===== src/rtl/ps2_rx_ctrl.sv =====
// PS/2 receive controller: input conditioning, start/data/parity/stop FSM, timeout and E0/F0 folding.
// Define PS2_ERR_CNT_EN to add a saturating frame error counter on err_cnt_o.
module ps2_rx_ctrl #(
   parameter int FILT_LEN    = 4,
   parameter int TIMEOUT_CYC = 200000
) (
   input  logic        clk_i,
   input  logic        rstn_i,
   input  logic        kclk_i,
   input  logic        kdata_i,
   output logic [7:0]  scan_code_o,
   output logic        scan_valid_o,
   output logic        break_o,
   output logic        ext_o,
   output logic [15:0] keycode_o,
   output logic        frame_err_o,
   output logic        busy_o,
   output logic [7:0]  err_cnt_o
);

   localparam int FW = $clog2(FILT_LEN + 1);
   localparam int TW = $clog2(TIMEOUT_CYC + 1);

   typedef enum logic [2:0] {
      IDLE,
      DATA,
      PARITY,
      STOP,
      DONE,
      ERR
   } state_t;

   state_t        state;
   logic          kclk_s1, kclk_s2;
   logic          kdata_s1, kdata_s2;
   logic          kclk_f, kclk_f_d;
   logic [FW-1:0] filt_cnt;
   logic          fall;
   logic [7:0]    shreg;
   logic [2:0]    bit_cnt;
   logic          parity;
   logic          ext_pend, brk_pend;
   logic [TW-1:0] to_cnt;
   logic          in_frame;
   logic          to_hit;

   // Synchronisers and kclk glitch filter: level changes only after FILT_LEN agreeing samples
   always_ff @(posedge clk_i) begin
      if (!rstn_i) begin
         kclk_s1  <= 1'b1;
         kclk_s2  <= 1'b1;
         kdata_s1 <= 1'b1;
         kdata_s2 <= 1'b1;
         kclk_f   <= 1'b1;
         kclk_f_d <= 1'b1;
         filt_cnt <= '0;
      end else begin
         kclk_s1  <= kclk_i;
         kclk_s2  <= kclk_s1;
         kdata_s1 <= kdata_i;
         kdata_s2 <= kdata_s1;
         kclk_f_d <= kclk_f;
         if (kclk_s2 == kclk_f) begin
            filt_cnt <= '0;
         end else if (filt_cnt == FW'(FILT_LEN - 1)) begin
            kclk_f   <= kclk_s2;
            filt_cnt <= '0;
         end else begin
            filt_cnt <= filt_cnt + 1'b1;
         end
      end
   end

   assign fall     = kclk_f_d & ~kclk_f;
   assign in_frame = (state == DATA) || (state == PARITY) || (state == STOP);
   // A fall in the expiry cycle wins over the timeout
   assign to_hit   = in_frame && (to_cnt == TW'(TIMEOUT_CYC - 1)) && !fall;

   // Frame FSM; outputs are registered on the transition into DONE/ERR so they show in that cycle
   always_ff @(posedge clk_i) begin
      if (!rstn_i) begin
         state        <= IDLE;
         busy_o       <= 1'b0;
         shreg        <= '0;
         bit_cnt      <= '0;
         parity       <= 1'b0;
         ext_pend     <= 1'b0;
         brk_pend     <= 1'b0;
         to_cnt       <= '0;
         scan_code_o  <= '0;
         scan_valid_o <= 1'b0;
         break_o      <= 1'b0;
         ext_o        <= 1'b0;
         keycode_o    <= '0;
         frame_err_o  <= 1'b0;
      end else begin
         scan_valid_o <= 1'b0;
         frame_err_o  <= 1'b0;

         if (in_frame && !fall) begin
            to_cnt <= to_cnt + 1'b1;
         end else begin
            to_cnt <= '0;
         end

         if (to_hit) begin
            state       <= ERR;
            frame_err_o <= 1'b1;
            ext_pend    <= 1'b0;
            brk_pend    <= 1'b0;
         end else begin
            unique case (state)
               IDLE: begin
                  if (fall && !kdata_s2) begin
                     state   <= DATA;
                     busy_o  <= 1'b1;
                     bit_cnt <= '0;
                  end
               end
               DATA: begin
                  if (fall) begin
                     shreg   <= {kdata_s2, shreg[7:1]};
                     bit_cnt <= bit_cnt + 1'b1;
                     if (bit_cnt == 3'd7) begin
                        state <= PARITY;
                     end
                  end
               end
               PARITY: begin
                  if (fall) begin
                     parity <= kdata_s2;
                     state  <= STOP;
                  end
               end
               STOP: begin
                  if (fall) begin
                     if ((^shreg ^ parity) && kdata_s2) begin
                        state     <= DONE;
                        keycode_o <= {keycode_o[7:0], shreg};
                        if (shreg == 8'hE0) begin
                           ext_pend <= 1'b1;
                        end else if (shreg == 8'hF0) begin
                           brk_pend <= 1'b1;
                        end else begin
                           scan_valid_o <= 1'b1;
                           scan_code_o  <= shreg;
                           break_o      <= brk_pend;
                           ext_o        <= ext_pend;
                           ext_pend     <= 1'b0;
                           brk_pend     <= 1'b0;
                        end
                     end else begin
                        state       <= ERR;
                        frame_err_o <= 1'b1;
                        ext_pend    <= 1'b0;
                        brk_pend    <= 1'b0;
                     end
                  end
               end
               DONE, ERR: begin
                  state  <= IDLE;
                  busy_o <= 1'b0;
               end
               default: begin
                  state  <= IDLE;
                  busy_o <= 1'b0;
               end
            endcase
         end
      end
   end

`ifdef PS2_ERR_CNT_EN
   always_ff @(posedge clk_i) begin
      if (!rstn_i) begin
         err_cnt_o <= '0;
      end else if (frame_err_o && (err_cnt_o != 8'hFF)) begin
         err_cnt_o <= err_cnt_o + 1'b1;
      end
   end
`else
   assign err_cnt_o = 8'h00;
`endif

endmodule


===== config.mk =====
export PLATFORM = sky130hd
export DESIGN_NAME = ps2_rx_ctrl
export DESIGN_NICKNAME = d
export VERILOG_FILES = /design/src/rtl/ps2_rx_ctrl.sv
export SDC_FILE = /design/constraint.sdc
export NUM_CORES = 1
export LEC_CHECK = 0
export CORE_MARGIN = 10
export CORE_UTILIZATION = 32
export CTS_BUF_LIST = sky130_fd_sc_hd__clkbuf_4 sky130_fd_sc_hd__clkbuf_8 sky130_fd_sc_hd__clkbuf_16
export DETAILED_ROUTE_END_ITERATION = 16
export PLACE_DENSITY_LB_ADDON = 0.25
export SYNTH_ARGS = -nofsm -noshare
export SYNTH_HDL_FRONTEND = slang
export SYNTH_SLANG_ARGS = --single-unit

===== constraint.sdc =====
create_clock -name clk_i -period 4.25 [get_ports clk_i]
set_input_delay 1.275 -clock clk_i [delete_from_list [all_inputs] [get_ports clk_i]]
set_output_delay 1.275 -clock clk_i [all_outputs]
set_load 0.01 [all_outputs]

# [After elaboration in Yosys (flattened, before gate mapping)]
# Index checks and enable logic that the tools add are counted.
[word_totals] reg_bits=73 output_inout_bits=37 wordCells=110
[op_classes] n_mux=24 n_addsub=3 eq_ne=21 n_reduce_logical=28 n_bitwise=12
[ops] cell="2-to-1 mux 3 bit" n=8
[ops] cell="adder 18 x 1 -> 18 bit, second input constant" n=1
[ops] cell="== test 18 bit, second input constant" n=1
[ops] cell="== test 8 bit, second input constant" n=2
[ops] cell="inequality test 3 bit, second input constant" n=5
[ops] cell="AND reduction 3 bit" n=5
[ops] cell="2-to-1 mux 1 bit" n=13
[ops] cell="case mux 3 bit (4 select lines)" n=1
[ops] cell="inequality test 2 bit, second input constant" n=5
[ops] cell="inverter 1 bit" n=10
[ops] cell="AND reduction 5 bit" n=2
[ops] cell="== test 3 x 2 -> 1 bit, second input constant" n=3
[ops] cell="AND reduction 4 bit" n=2
[ops] cell="parity 8 bit" n=1
[ops] cell="adder 3 x 1 -> 3 bit, second input constant" n=2
[ops] cell="case mux 3 bit (2 select lines)" n=1
[ops] cell="AND reduction 6 bit" n=1
[ops] cell="OR reduction 3 bit" n=2
[ops] cell="OR reduction 6 bit" n=1
[ops] cell="logical AND 1 bit" n=5
[ops] cell="AND reduction 2 bit" n=2
[ops] cell="== test 3 x 1 -> 1 bit, second input constant" n=1
[ops] cell="== test 3 bit, second input constant" n=1
[ops] cell="zero test 3 bit" n=1
[ops] cell="10 further kinds" n=12

# [Depth between registers and ports, before layout]
# Gate-level depths: netlist of the first run.
[logic_depth] depth_word=7 ltp_mapped=9

# [Worst setup path before layout of the first run]
# OpenSTA, ideal clock, no wires.
[synth_path] path_type="input-to-reg" startpoint="input rstn_i" endpoint="register to_cnt[10]" required_ps=4122 slack_ps=2230 arrival_ps=1892 n_path_buf=2 path_stages=4 path_cell_list="buf_6 > nand2_1 > clkbuf_1 > nor2_1"
[synth_via] elab_chain_len=1
[synth_rtl] item="from (decl)" line="8" text="input logic rstn_i,"
[synth_rtl] item="AND reduction 2 bit (no line)"
[synth_rtl] item="to (signal assigned)" line="101" text="to_cnt <= to_cnt + 1'b1;"
[synth_rtl] item="to (decl)" line="43" text="logic [TW-1:0] to_cnt;"
# No other way between the ends.
# A chain may end at the register's enable or synchronous reset.

# [Worst setup path after layout of the first run]
[layout_path] startpoint="register shreg[7]" endpoint="register keycode_o[15]"
[layout_via] elab_chain_len=4
[layout_rtl] item="from (decl)" line="39" text="logic [7:0] shreg;"
[layout_rtl] item="from (signal assigned)" line="122" text="shreg <= {kdata_s2, shreg[7:1]};"
[layout_rtl] item="parity 8 bit" line="137" text="if ((^shreg ^ parity) && kdata_s2) begin"
[layout_rtl] item="XOR 1 bit" line="137"
[layout_rtl] item="logical AND 1 bit" line="137"
[layout_rtl] item="AND reduction 4 bit (no line)"
[layout_rtl] item="to (signal assigned)" line="139" text="keycode_o <= {keycode_o[7:0], shreg};"
[layout_rtl] item="to (decl)" line="15" text="output logic [15:0] keycode_o,"
# No other way between the ends.

==> summary.md, run 1 <==
| Metric | Value |
|---|---|
| Outcome | `finished clean` |
| Via count | `between 2,000 and 2,500` |
| Post-CTS Setup Inserts | `0` |
| Non-Filler Instances | `499` |
| Fin. Hold Viols | `0` |
| CP peak stage delay | `roughly 760 ps` |
| Register area share after synthesis | `0.4670` |
| Clock share of power | `0.479` |
| Worst Tran Pin Value | `1052 ps` |
| Crit Path Max Fanout | `17` |
| Area contributors post-synth | `dfxtp_1 47%, mux2i_1 7.0%, nor2b_1 5.2%` |
| CP cell instances | `ha_1 -> xnor3_2 -> xnor2_1 -> nand3_1 -> mux2i_1 -> nor2b_1` |
| Synth area leader | `dfxtp_1` |
| GRT Overall Usage | `0.08931` |
| Fmax | `roughly 370 MHz` |
| Tightest hold margin | `408.2 ps` |
| Top_reg_cell synth | `dfxtp_1` |
| Initial antenna violation count | `0` |
| Mapped cell area | `approximately 3100 sq um` |
| Setup TNS | `0 ps` |
| Crit. End Element | `flip-flop` |
| Max-cap viol count | `0` |
| Cell count after placement | `around 480` |
| Design area | `between 3000 and 4000 sq um` |
| Number of vias per cell | `around 4.5` |
| FF+latch area | `around 1500 sq um` |
| Synth top area share | `0.4670` |
| Detailed-router iteration count before antenna repair | `4` |
| Number of buffers created by CTS | `9` |
| # IOs | `41` |
| CORE AREA | `around 9600 sq um` |
| DIE AREA | `roughly 14,000 sq um` |
| Routed WL per cell | `~12 um` |
| CP top delay family | `simple AND/OR/NAND/NOR gates` |
| RD Place Congestion | `0.7777` |
| Chip Width | `between 100 and 150 um` |
| Pwr Total | `about 1.4 mW` |
| Leak | `around 1.4 nW` |
| Max-slew violations | `0` |
| CP Buf/Inv Count | `0` |
| Fillers | `between 1,000 and 1,500` |
| Post-cts sizing count | `0` |
| Routed WL | `between 6000 and 7000 um` |
| Synth async-reset ratio | `0` |
| CTS root buffer | `clkbuf_8` |
| Clk_lat worst skew | `340 ps` |
| Hold-fix buffers, CTS | `0` |
| DRC | `0` |
| DP Wirelength | `between 4000 and 5000 um` |
| Max Root-Sink Buffers | `2` |
| Share of total power in combinational logic | `0.016` |
| Cell Rows | `36` |
| Flop pwr share | `0.505` |
| Largest net degree at the start of global routing | `41` |
| Clock sink count | `73` |
| Slowest cell on crit path | `nand3_1` |
| Final Cycle Share | `0.6334` |
| Yosys cell types | `between 40 and 50` |
| Fin crit period | `roughly 2700 ps` |
| Number of global-route vias before repair | `around 2,200` |
| Kind of critical path | `reg -> reg` |
| Unrepaired setup endpoints after global routing | `false` |
| Internal power | `roughly 1.1 mW` |
| TritonCTS clock tree | `done` |
| Starting DRT DRC Count | `around 120` |
| Dpl ws | `roughly 1500 ps` |
| Antenna diodes | `0` |
| Power per cell area | `approximately 370 nW/um^2` |
| Placed Area | `3482 sq um` |
| Final Skew | `between 10 and 15 ps` |
| Initial core utilization | `0.3246` |
| FF+latch count, synth | `73` |
| Sw power | `between 0.2 and 0.3 mW` |
| Synth Instances | `334` |
| HP Class | `reg -> reg` |
| Most instantiated library cell after synthesis | `dfxtp_1` |
| Final core utilization | `0.3864` |
| Critical Path RT | `roughly 4500 ps` |
| Worst-path clk slew | `about 70 ps` |
| Final number of setup-violating endpoints | `0` |
| Synth Area per Inst | `approximately 9.4 sq um` |
| Layout area overhead | `19.03%` |
| Antenna viol nets, final | `0` |
| Relative slew margins | `0.2965` |
| Worst VDD drop | `between 0.2 and 0.25 mV` |
| Startpoint types | `flip-flop` |
| Worst Setup Slack, final | `~1600 ps` |
| EDFF count, synth | `0` |
| Fraction of layout cells with a size suffix above 1 | `0.06284` |
| Port Buffer Count | `32` |
| First-pass GRT wire length | `between 10,000 and 15,000 um` |
| Synth Warn # | `0` |
| WP data arrival | `approximately 2900 ps` |
| R2R setup slack | `roughly 1600 ps` |
| Total gr overflow | `0` |
| Switching Share | `0.1939` |
| # nets final | `375` |
| Die height | `118.9 um` |
| Area occupied by multi-input gates | `1490 sq um` |
| CTS H-tree depth | `3` |
| Top cells by count, synth | `73 x dfxtp_1, 36 x nor2_1, 26 x nor2b_1` |
[per-layer routing]
layer	wire length, um	track usage	vias to the layer above
li1	-	-	1156
met1	2932	0.1061	1057
met2	2789	0.1401	36
met5	0	0	-
met3	387	0.03968	9
met4	90	0.03206	0
[logic make-up after synthesis]
| kind of cell | share of synthesized area |
|---|---|
| xor gates and xnor gates | 0.06357 |
| muxes | 0.07037 |
| DFF | 0.4670 |
| adders and majority gates | 0.03998 |
| buffers and inverters | 0.06517 |
| and+or+nand+nor | 0.2367 |
| AOI/OAI and AO/OA | 0.05598 |
| other | 0.001198 |
[final cells by class]
| class | count | share of cell area |
|---|---|---|
| Inverter | 9 | 0.009070 |
| Timing Repair Buffer | 34 | 0.08868 |
| Tap cell | 133 | 0.04468 |
| Clock inverter | 5 | 0.02788 |
| Multi-Input combinational cell | 234 | 0.4001 |
| Clock buffer | 11 | 0.03729 |
| Sequential cell | 73 | 0.3923 |
[power by group through the flow]
stage | Sequential [mW] | Clock, mW | Combinational [mW]
6_report | 0.687 | 0.652 | 0.0218
5_1_grt | 0.687 | 0.696 | 0.0247
4_1_cts | 0.687 | 0.676 | 0.0218
3_5_place_dp | 0.703 | 0 | 0.0217
3_3_place_gp | 0.703 | 0 | 0.0219
2_1_floorplan | 0.702 | 0 | 0.0234
[final timing paths]
kind         startpoint             to  depth (start not counted)
max            shreg[7]  keycode_o[15]                          6
min             kclk_s1        kclk_s2                          1
max reg2reg    shreg[7]  keycode_o[15]                          6
min reg2reg     kclk_s1        kclk_s2                          1
[placed cells by master (no fill, tap or decap), drive strengths merged, types with 7 or more instances in the layout]
cell / instances
a21oi: 8
clkbuf: 11
clkdlybuf4s50: 31
conb: 8
dfxtp: 73
ha: 10
inv: 9
mux2i: 22
nand2: 22
nand2b: 7
nand3: 22
nand4: 8
nor2: 36
nor2b: 26
o21ai: 13
xor2: 15
[state kept, by name, indices dropped and copies added (netlist names)]
signal	count
kclk_s2	1
kdata_s2	1
to_cnt	18
kclk_f_d	1
ext_pend	1
bit_cnt	3
state	3
keycode_o	16
kdata_s1	1
scan_valid_o	1
shreg	8
filt_cnt	3
brk_pend	1
kclk_s1	1
kclk_f	1
break_o	1
frame_err_o	1
busy_o	1
parity	1
ext_o	1
scan_code_o	8
Power figures use the tool's default switching activity.
==> run 2, diff against run 1 <==
==> constraint.sdc (replaced) <==
create_clock -name clk_i -period 2.6 [get_ports clk_i]
set_input_delay 0.78 -clock clk_i [delete_from_list [all_inputs] [get_ports clk_i]]
set_output_delay 0.78 -clock clk_i [all_outputs]
set_load 0.01 [all_outputs]
==> run 2 against run 1 <==
Compared with the run above: clock power up 20%; register-to-register slack got worse by 1100 ps; sequential power is 63% higher; design area decreased by 1.2%.
==> summary.md, run 2 (synthesized netlist as in run 1, its figures left out) <==
| Metric | Value |
|---|---|
| Hold-fix buffers, CTS | `0 (unchanged)` |
| Leak | `1.413 nW (was 1.435 nW)` |
| Number of flip-flops in the largest register | `18 (unchanged)` |
| Unrepaired setup endpoints after global routing | `false (unchanged)` |
| Fin crit period | `2125 ps (was 2692 ps)` |
| Via count | `2,232 (was 2,258)` |
| Non-Filler Instances | `500 (was 499)` |
| Largest Register | `to_cnt (unchanged)` |
| Layout area overhead | `17.59% (was 19.03%)` |
| Crit. path cell count | `7 (was 6)` |
| Worst VDD drop | `0.2685 mV (was 0.2107 mV)` |
| CTS root buffer | `clkbuf_8 (unchanged)` |
| CP cell instances | `ha_1 -> xnor3_2 -> xor2_1 -> nor4_2 -> buf_4 -> nand3_1 -> o21ai_0 (was ha_1 -> xnor3_2 -> xnor2_1 -> nand3_1 -> mux2i_1 -> nor2b_1)` |
| Port Buffer Count | `32 (unchanged)` |
| HP Class | `reg -> reg (unchanged)` |
| Crit. End Element | `flip-flop (unchanged)` |
| Kind of critical path | `reg -> reg (unchanged)` |
| Final Cycle Share | `0.8174 (was 0.6334)` |
| GR Util met3 | `0.05054 (was 0.03968)` |
| Starting DRT DRC Count | `83 (was 119)` |
| Post-CTS Setup Inserts | `0 (unchanged)` |
| Fraction of layout cells with a size suffix above 1 | `0.06540 (was 0.06284)` |
| Antenna viol nets, final | `0 (unchanged)` |
| WP data arrival | `2380 ps (was 2920 ps)` |
| Startpoint types | `flip-flop (unchanged)` |
| Internal power | `1.522 mW (was 1.097 mW)` |
| Total gr overflow | `0 (unchanged)` |
| Largest net degree at the start of global routing | `41 (unchanged)` |
| Setup TNS | `0 ps (unchanged)` |
| Routed WL | `6251 um (was 6201 um)` |
| Flop pwr share | `0.577 (was 0.505)` |
| Worst Setup Slack, final | `474.7 ps (was 1558 ps)` |
| CP top delay family | `XOR/XNOR gates (was simple AND/OR/NAND/NOR gates)` |
| Power per cell area | `528.6 nW/um^2 (was 365.4 nW/um^2)` |
| Area occupied by multi-input gates | `1490 sq um (unchanged)` |
| Share of total power in combinational logic | `0.020 (was 0.016)` |
| Initial antenna violation count | `0 (unchanged)` |
| Relative slew margins | `0.5863 (was 0.2965)` |
| DIE AREA | `14,130 sq um (unchanged)` |
| Crit path to | `scan_code_o[2] (was keycode_o[15])` |
| Final number of setup-violating endpoints | `0 (unchanged)` |
| Switching Share | `0.2178 (was 0.1939)` |
| GRT Overall Usage | `0.09287 (was 0.08931)` |
| Detailed-router iteration count before antenna repair | `4 (unchanged)` |
| Fillers | `1,012 (was 1,016)` |
| Slowest cell on crit path | `dfxtp_1 (was nand3_1)` |
| First-pass GRT wire length | `10,870 um (was 10,580 um)` |
| Post-cts sizing count | `0 (unchanged)` |
| Initial core utilization | `0.3246 (unchanged)` |
| Antenna diodes | `0 (unchanged)` |
| DRC | `0 (unchanged)` |
| Clock sink count | `73 (unchanged)` |
| CP Buf/Inv Count | `1 (was 0)` |
| Crit path launch | `shreg[6] (was shreg[7])` |
| RD Place Congestion | `0.8124 (was 0.7777)` |
| Placed Area | `3510 sq um (was 3482 sq um)` |
| Max-slew violations | `0 (unchanged)` |
| FF+latch area | `1461 sq um (unchanged)` |
| Max-cap viol count | `0 (unchanged)` |
| Die height | `118.9 um (unchanged)` |
| R2R cell count | `7 (was 6)` |
| Crit Path Max Fanout | `20 (was 17)` |
| GR Layer Usage met2 | `0.1446 (was 0.1401)` |
| DP Wirelength | `4340 um (was 4323 um)` |
| M1 GR Usage | `0.1050 (was 0.1061)` |
| CTS H-tree depth | `3 (unchanged)` |
| Number of buffers created by CTS | `9 (unchanged)` |
| Worst-path clk slew | `80 ps (was 70 ps)` |
| Grt peak-use layer | `met2 (unchanged)` |
| Chip Width | `118.9 um (unchanged)` |
| Fin. Hold Viols | `0 (unchanged)` |
| Fmax | `470.5 MHz (was 371.5 MHz)` |
| Max Root-Sink Buffers | `2 (unchanged)` |
| Dpl ws | `480.7 ps (was 1527 ps)` |
| Design area | `3680 sq um (was 3725 sq um)` |
| Leading cell types in the layout, fill and taps excluded | `73 x dfxtp_1, 36 x nor2_1, 31 x clkdlybuf4s50_1, 26 x nor2b_1 (unchanged)` |
| Reg2reg start | `shreg[6] (was shreg[7])` |
| Cell Rows | `36 (unchanged)` |
| Biggest regs | `to_cnt (18), keycode_o (16) (unchanged)` |
| Commonest non-fill, non-tap cell in the layout | `dfxtp_1 (unchanged)` |
| CP peak stage delay | `480 ps (was 760 ps)` |
| Worst Tran Pin Value | `614.9 ps (was 1052 ps)` |
| CORE AREA | `9639 sq um (unchanged)` |
| Routed WL per cell | `12.50 um (was 12.43 um)` |
| # IOs | `41 (unchanged)` |
| R2R setup slack | `470 ps (was 1560 ps)` |
| # nets final | `377 (was 375)` |
| Number of global-route vias before repair | `2,268 (was 2,186)` |
| Critical Path RT | `2860 ps (was 4470 ps)` |
| Cell count after placement | `485 (was 483)` |
| Clock share of power | `0.403 (was 0.479)` |
| TritonCTS clock tree | `done (unchanged)` |
| Sw power | `0.4236 mW (was 0.2638 mW)` |
| Number of vias per cell | `4.464 (was 4.525)` |
| Clk_lat worst skew | `340 ps (about the same)` |
| R2r endpoint | `scan_code_o[2] (was keycode_o[15])` |
| Outcome | `finished clean (unchanged)` |
| Final Skew | `13.38 ps (was 12.50 ps)` |
==> run 2: cell types whose count changed in the layout (fill, tap and decap cells not counted) <==
cell,delta
bufinv_16,-3
clkinv_2,+1
buf_12,+1
buf_4,+1
clkinvlp_4,+1
clkinv_4,-1
clkbuf_8,+1
==> run 2: metal layers <==
metal / up-vias / share of wire
met1: 1017 / 0.45
met4: 0 / 0.017
li1: 1165 / -
met2: 43 / 0.45
met5: - / 0
met3: 7 / 0.076
==> run 2: worst min-delay path by stage <==
stage	from	cells after the start	slack, ps	end
2_1_floorplan	kclk_s1	1	390	kclk_s2
3_3_place_gp	kdata_s1	1	390	kdata_s2
3_5_place_dp	kclk_s1	1	400	kclk_s2
4_1_cts	kdata_s1	1	410	kdata_s2
5_1_grt	kdata_s1	1	430	kdata_s2
6_report	kdata_s1	1	410	kdata_s2
==> run 2: metrics by stage <==
stage	power [mW]	hold WS, ps	util
after CTS	1.980	411.7	0.3818
final	1.945	405.5	0.3818
after floorplan	1.186	386.3	-
after detailed placement	1.187	396.0	0.3641
after global placement	1.187	394.6	0.3641
after global routing	2.032	429.9	0.3818
==> run 2: area by class of cell <==
type,count,area share
clock buffer,12,0.04148
clock inverter,3,0.004760
timing repair buffer,36,0.09725
inverter,9,0.009181
sequential,73,0.3971
multi-input combinational,234,0.4050
tap,133,0.04522
==> run 2: power groups by stage <==
stage	clock, mW	sequential, mW	combinational [mW]
2_1_floorplan	0	1.15	0.0383
3_3_place_gp	0	1.15	0.0384
3_5_place_dp	0	1.15	0.0384
4_1_cts	0.819	1.12	0.0387
5_1_grt	0.866	1.12	0.0428
6_report	0.784	1.12	0.0381
==> run 2: worst register-to-register path: stages, from the launching register on <==
cell and delay (ps):
dfxtp_1 480, ha_1 300, xnor3_2 390, xor2_1 210
nor4_2 230, buf_4 250, nand3_1 90, o21ai_0 90
==> run 3, diff against run 2 <==
==> constraint.sdc (replaced) <==
create_clock -name clk_i -period 1.73 [get_ports clk_i]
set_input_delay 0.519 -clock clk_i [delete_from_list [all_inputs] [get_ports clk_i]]
set_output_delay 0.519 -clock clk_i [all_outputs]
set_load 0.01 [all_outputs]
==> run 3 against run 2 <==
Compared with the run above: the flow now finishes with violations (negative setup slack); critical path depth is 1 higher; routed wire length grew 9.3%; setup slack lost 610 ps; fmax grew 14%; via count up 6.5%; flip-flop and latch count unchanged; global-route usage increased by 0.54 points; utilization increased by 4.2 points; highest routed layer unchanged.
==> summary.md, run 3 (synthesized netlist as in run 1, its figures left out) <==
| Metric | Value |
|---|---|
| Cell count after placement | `509 (was 485)` |
| Layout area overhead | `30.55% (was 17.59%)` |
| R2R setup slack | `-140 ps (was 470 ps)` |
| Non-Filler Instances | `531 (was 500)` |
| Crit path launch | `shreg[4] (was shreg[6])` |
| GRT Overall Usage | `0.09828 (was 0.09287)` |
| Reg2reg start | `shreg[4] (was shreg[6])` |
| Detailed-router iteration count before antenna repair | `4 (unchanged)` |
| Power per cell area | `751.7 nW/um^2 (was 528.6 nW/um^2)` |
| HP Class | `reg -> reg (unchanged)` |
| Startpoint types | `flip-flop (unchanged)` |
| Dpl ws | `-141.8 ps (was 480.7 ps)` |
| Biggest regs | `to_cnt (18), keycode_o (16) (unchanged)` |
| Fmax | `535.6 MHz (was 470.5 MHz)` |
| Commonest non-fill, non-tap cell in the layout | `dfxtp_1 (unchanged)` |
| Leading cell types in the layout, fill and taps excluded | `69 x dfxtp_1, 34 x nor2_1, 30 x buf_4, 29 x dlygate4sd2_1, 26 x nor2b_1 (was 73 x dfxtp_1, 36 x nor2_1, 31 x clkdlybuf4s50_1, 26 x nor2b_1)` |
| Worst-path clk slew | `80 ps (about the same)` |
| Design area | `4085 sq um (was 3680 sq um)` |
| Number of flip-flops in the largest register | `18 (unchanged)` |
| Antenna viol nets, final | `0 (unchanged)` |
| Placed Area | `3720 sq um (was 3510 sq um)` |
| Antenna diodes | `0 (unchanged)` |
| DIE AREA | `14,130 sq um (unchanged)` |
| Fin. Hold Viols | `0 (unchanged)` |
| Crit Path Max Fanout | `8 (was 20)` |
| Crit. path cell count | `8 (was 7)` |
| CTS root buffer | `clkbuf_8 (unchanged)` |
| Final core utilization | `0.4238 (was 0.3818)` |
| CP cell instances | `inv_2 -> ha_4 -> xnor3_2 -> xnor2_2 -> nand3_2 -> clkbuf_16 -> mux2i_1 -> nor2b_1 (was ha_1 -> xnor3_2 -> xor2_1 -> nor4_2 -> buf_4 -> nand3_1 -> o21ai_0)` |
| R2R cell count | `8 (was 7)` |
| Initial antenna violation count | `0 (unchanged)` |
| Number of buffers created by CTS | `9 (unchanged)` |
| Setup TNS | `-2960 ps (was 0 ps)` |
| Clock sink count | `73 (unchanged)` |
| CP top delay family | `XOR/XNOR gates (unchanged)` |
| Port Buffer Count | `32 (unchanged)` |
| Fin crit period | `1867 ps (was 2125 ps)` |
| Total gr overflow | `0 (unchanged)` |
| DP Wirelength | `4669 um (was 4340 um)` |
| Die height | `118.9 um (unchanged)` |
| Final Skew | `8.965 ps (was 13.38 ps)` |
| Worst VDD drop | `0.4187 mV (was 0.2685 mV)` |
| Cell Rows | `36 (unchanged)` |
| Crit. End Element | `flip-flop (unchanged)` |
| # nets final | `407 (was 377)` |
| CP peak stage delay | `370 ps (was 480 ps)` |
| Largest Register | `to_cnt (unchanged)` |
| # IOs | `41 (unchanged)` |
| WP data arrival | `2110 ps (was 2380 ps)` |
| Final Cycle Share | `1.079 (was 0.8174)` |
| Slowest cell on crit path | `xnor3_2 (was dfxtp_1)` |
| Chip Width | `118.9 um (unchanged)` |
| FF+latch area | `1466 sq um (was 1461 sq um)` |
| Largest net degree at the start of global routing | `39 (was 41)` |
| Routed WL per cell | `12.86 um (was 12.50 um)` |
| Starting DRT DRC Count | `106 (was 83)` |
| R2r endpoint | `keycode_o[6] (was scan_code_o[2])` |
| DRC | `0 (unchanged)` |
| Fillers | `1,001 (was 1,012)` |
| Failing checks | `negative setup slack` |
| Unrepaired setup endpoints after global routing | `true (was false)` |
| Routed WL | `6830 um (was 6251 um)` |
| Final number of setup-violating endpoints | `29 (was 0)` |
| Max-slew violations | `0 (unchanged)` |
| Via count | `2,377 (was 2,232)` |
| CP Buf/Inv Count | `2 (was 1)` |
| Worst Setup Slack, final | `-136.9 ps (was 474.7 ps)` |
| Clk_lat worst skew | `350 ps (was 340 ps)` |
| CTS H-tree depth | `3 (unchanged)` |
| Kind of critical path | `reg -> reg (unchanged)` |
| Area occupied by multi-input gates | `1652 sq um (was 1490 sq um)` |
| RD Place Congestion | `0.8139 (was 0.8124)` |
| Initial core utilization | `0.3246 (unchanged)` |
| First-pass GRT wire length | `11,430 um (was 10,870 um)` |
| Critical Path RT | `1970 ps (was 2860 ps)` |
| Number of vias per cell | `4.476 (was 4.464)` |
| Outcome | `finished, violations left (was finished clean)` |
| TritonCTS clock tree | `done (unchanged)` |
| Fraction of layout cells with a size suffix above 1 | `0.2085 (was 0.06540)` |
| Leak | `1.742 nW (was 1.413 nW)` |
| CORE AREA | `9639 sq um (unchanged)` |
| Max Root-Sink Buffers | `2 (unchanged)` |
| Max-cap viol count | `0 (unchanged)` |
| Number of global-route vias before repair | `2,402 (was 2,268)` |
| Crit path to | `keycode_o[6] (was scan_code_o[2])` |
run 3: cell types whose count changed in the layout (fill, tap and decap cells not counted), sizes merged:
cell           delta
buf              +29
bufinv            +1
clkbuf            -2
clkdlybuf4s50    -29
clkinv            +1
clkinvlp          +2
dlygate4sd2      +29
run 3: stage by stage:
step           hold slack, ps  total power [mW]
2_1_floorplan           386.3             1.783
3_3_place_gp            390.2             1.783
3_5_place_dp            399.9             1.784
4_1_cts                 413.4             3.117
5_1_grt                 428.7             3.207
6_report                412.1             3.071
run 3: timing repair:
item                       4_1_cts  5_1_grt
hold buffers                     0        0
setup endpoints to repair       60       31
setup buffers                    3        1
pin swaps                       10       14
resized for setup               47       22
cloned                           1        2
run 3: worst min path at each step:
| stage | depth (start not counted) | to | startpoint |
|---|---|---|---|
| floorplan | 1 | kclk_s2 | kclk_s1 |
| finish | 1 | kdata_s2 | kdata_s1 |
| CTS | 1 | kdata_s2 | kdata_s1 |
| global route | 1 | kdata_s2 | kdata_s1 |
| detailed placement | 1 | kdata_s2 | kdata_s1 |
| global placement | 1 | kclk_s2 | kclk_s1 |
run 3: metal layers:
layer	track usage	routed length [um]	vias up
li1	-	-	1219
met1	0.1100	3075	1112
met2	0.1617	3303	34
met3	0.03637	332	12
met4	0.04885	119	0
met5	0	0	-
run 3: cell type report:
class,instances,area share
clock inverter,7,0.01746
inverter,9,0.008270
clock buffer,9,0.03032
multi-input combinational,234,0.4043
timing repair buffer,66,0.1400
tap,133,0.04074
sequential,73,0.3590
run 3: report_power, final:
group	internal, mW	leakage, nW	total, mW	switching (mW)
registers	1.68	0.591	1.69	0.00345
clock network	0.662	0.0912	1.32	0.660
logic	0.0232	1.06	0.0621	0.0389
total	2.37	1.74	3.07	0.702
run 3: worst register-to-register path, delay by kind of cell (launching register included):
family	cells	cell delay, ps
xor+xnor	2	550
buf+inv	2	270
flops	1	330
mux	1	150
simple gates	2	220
fa+ha+maj	1	250
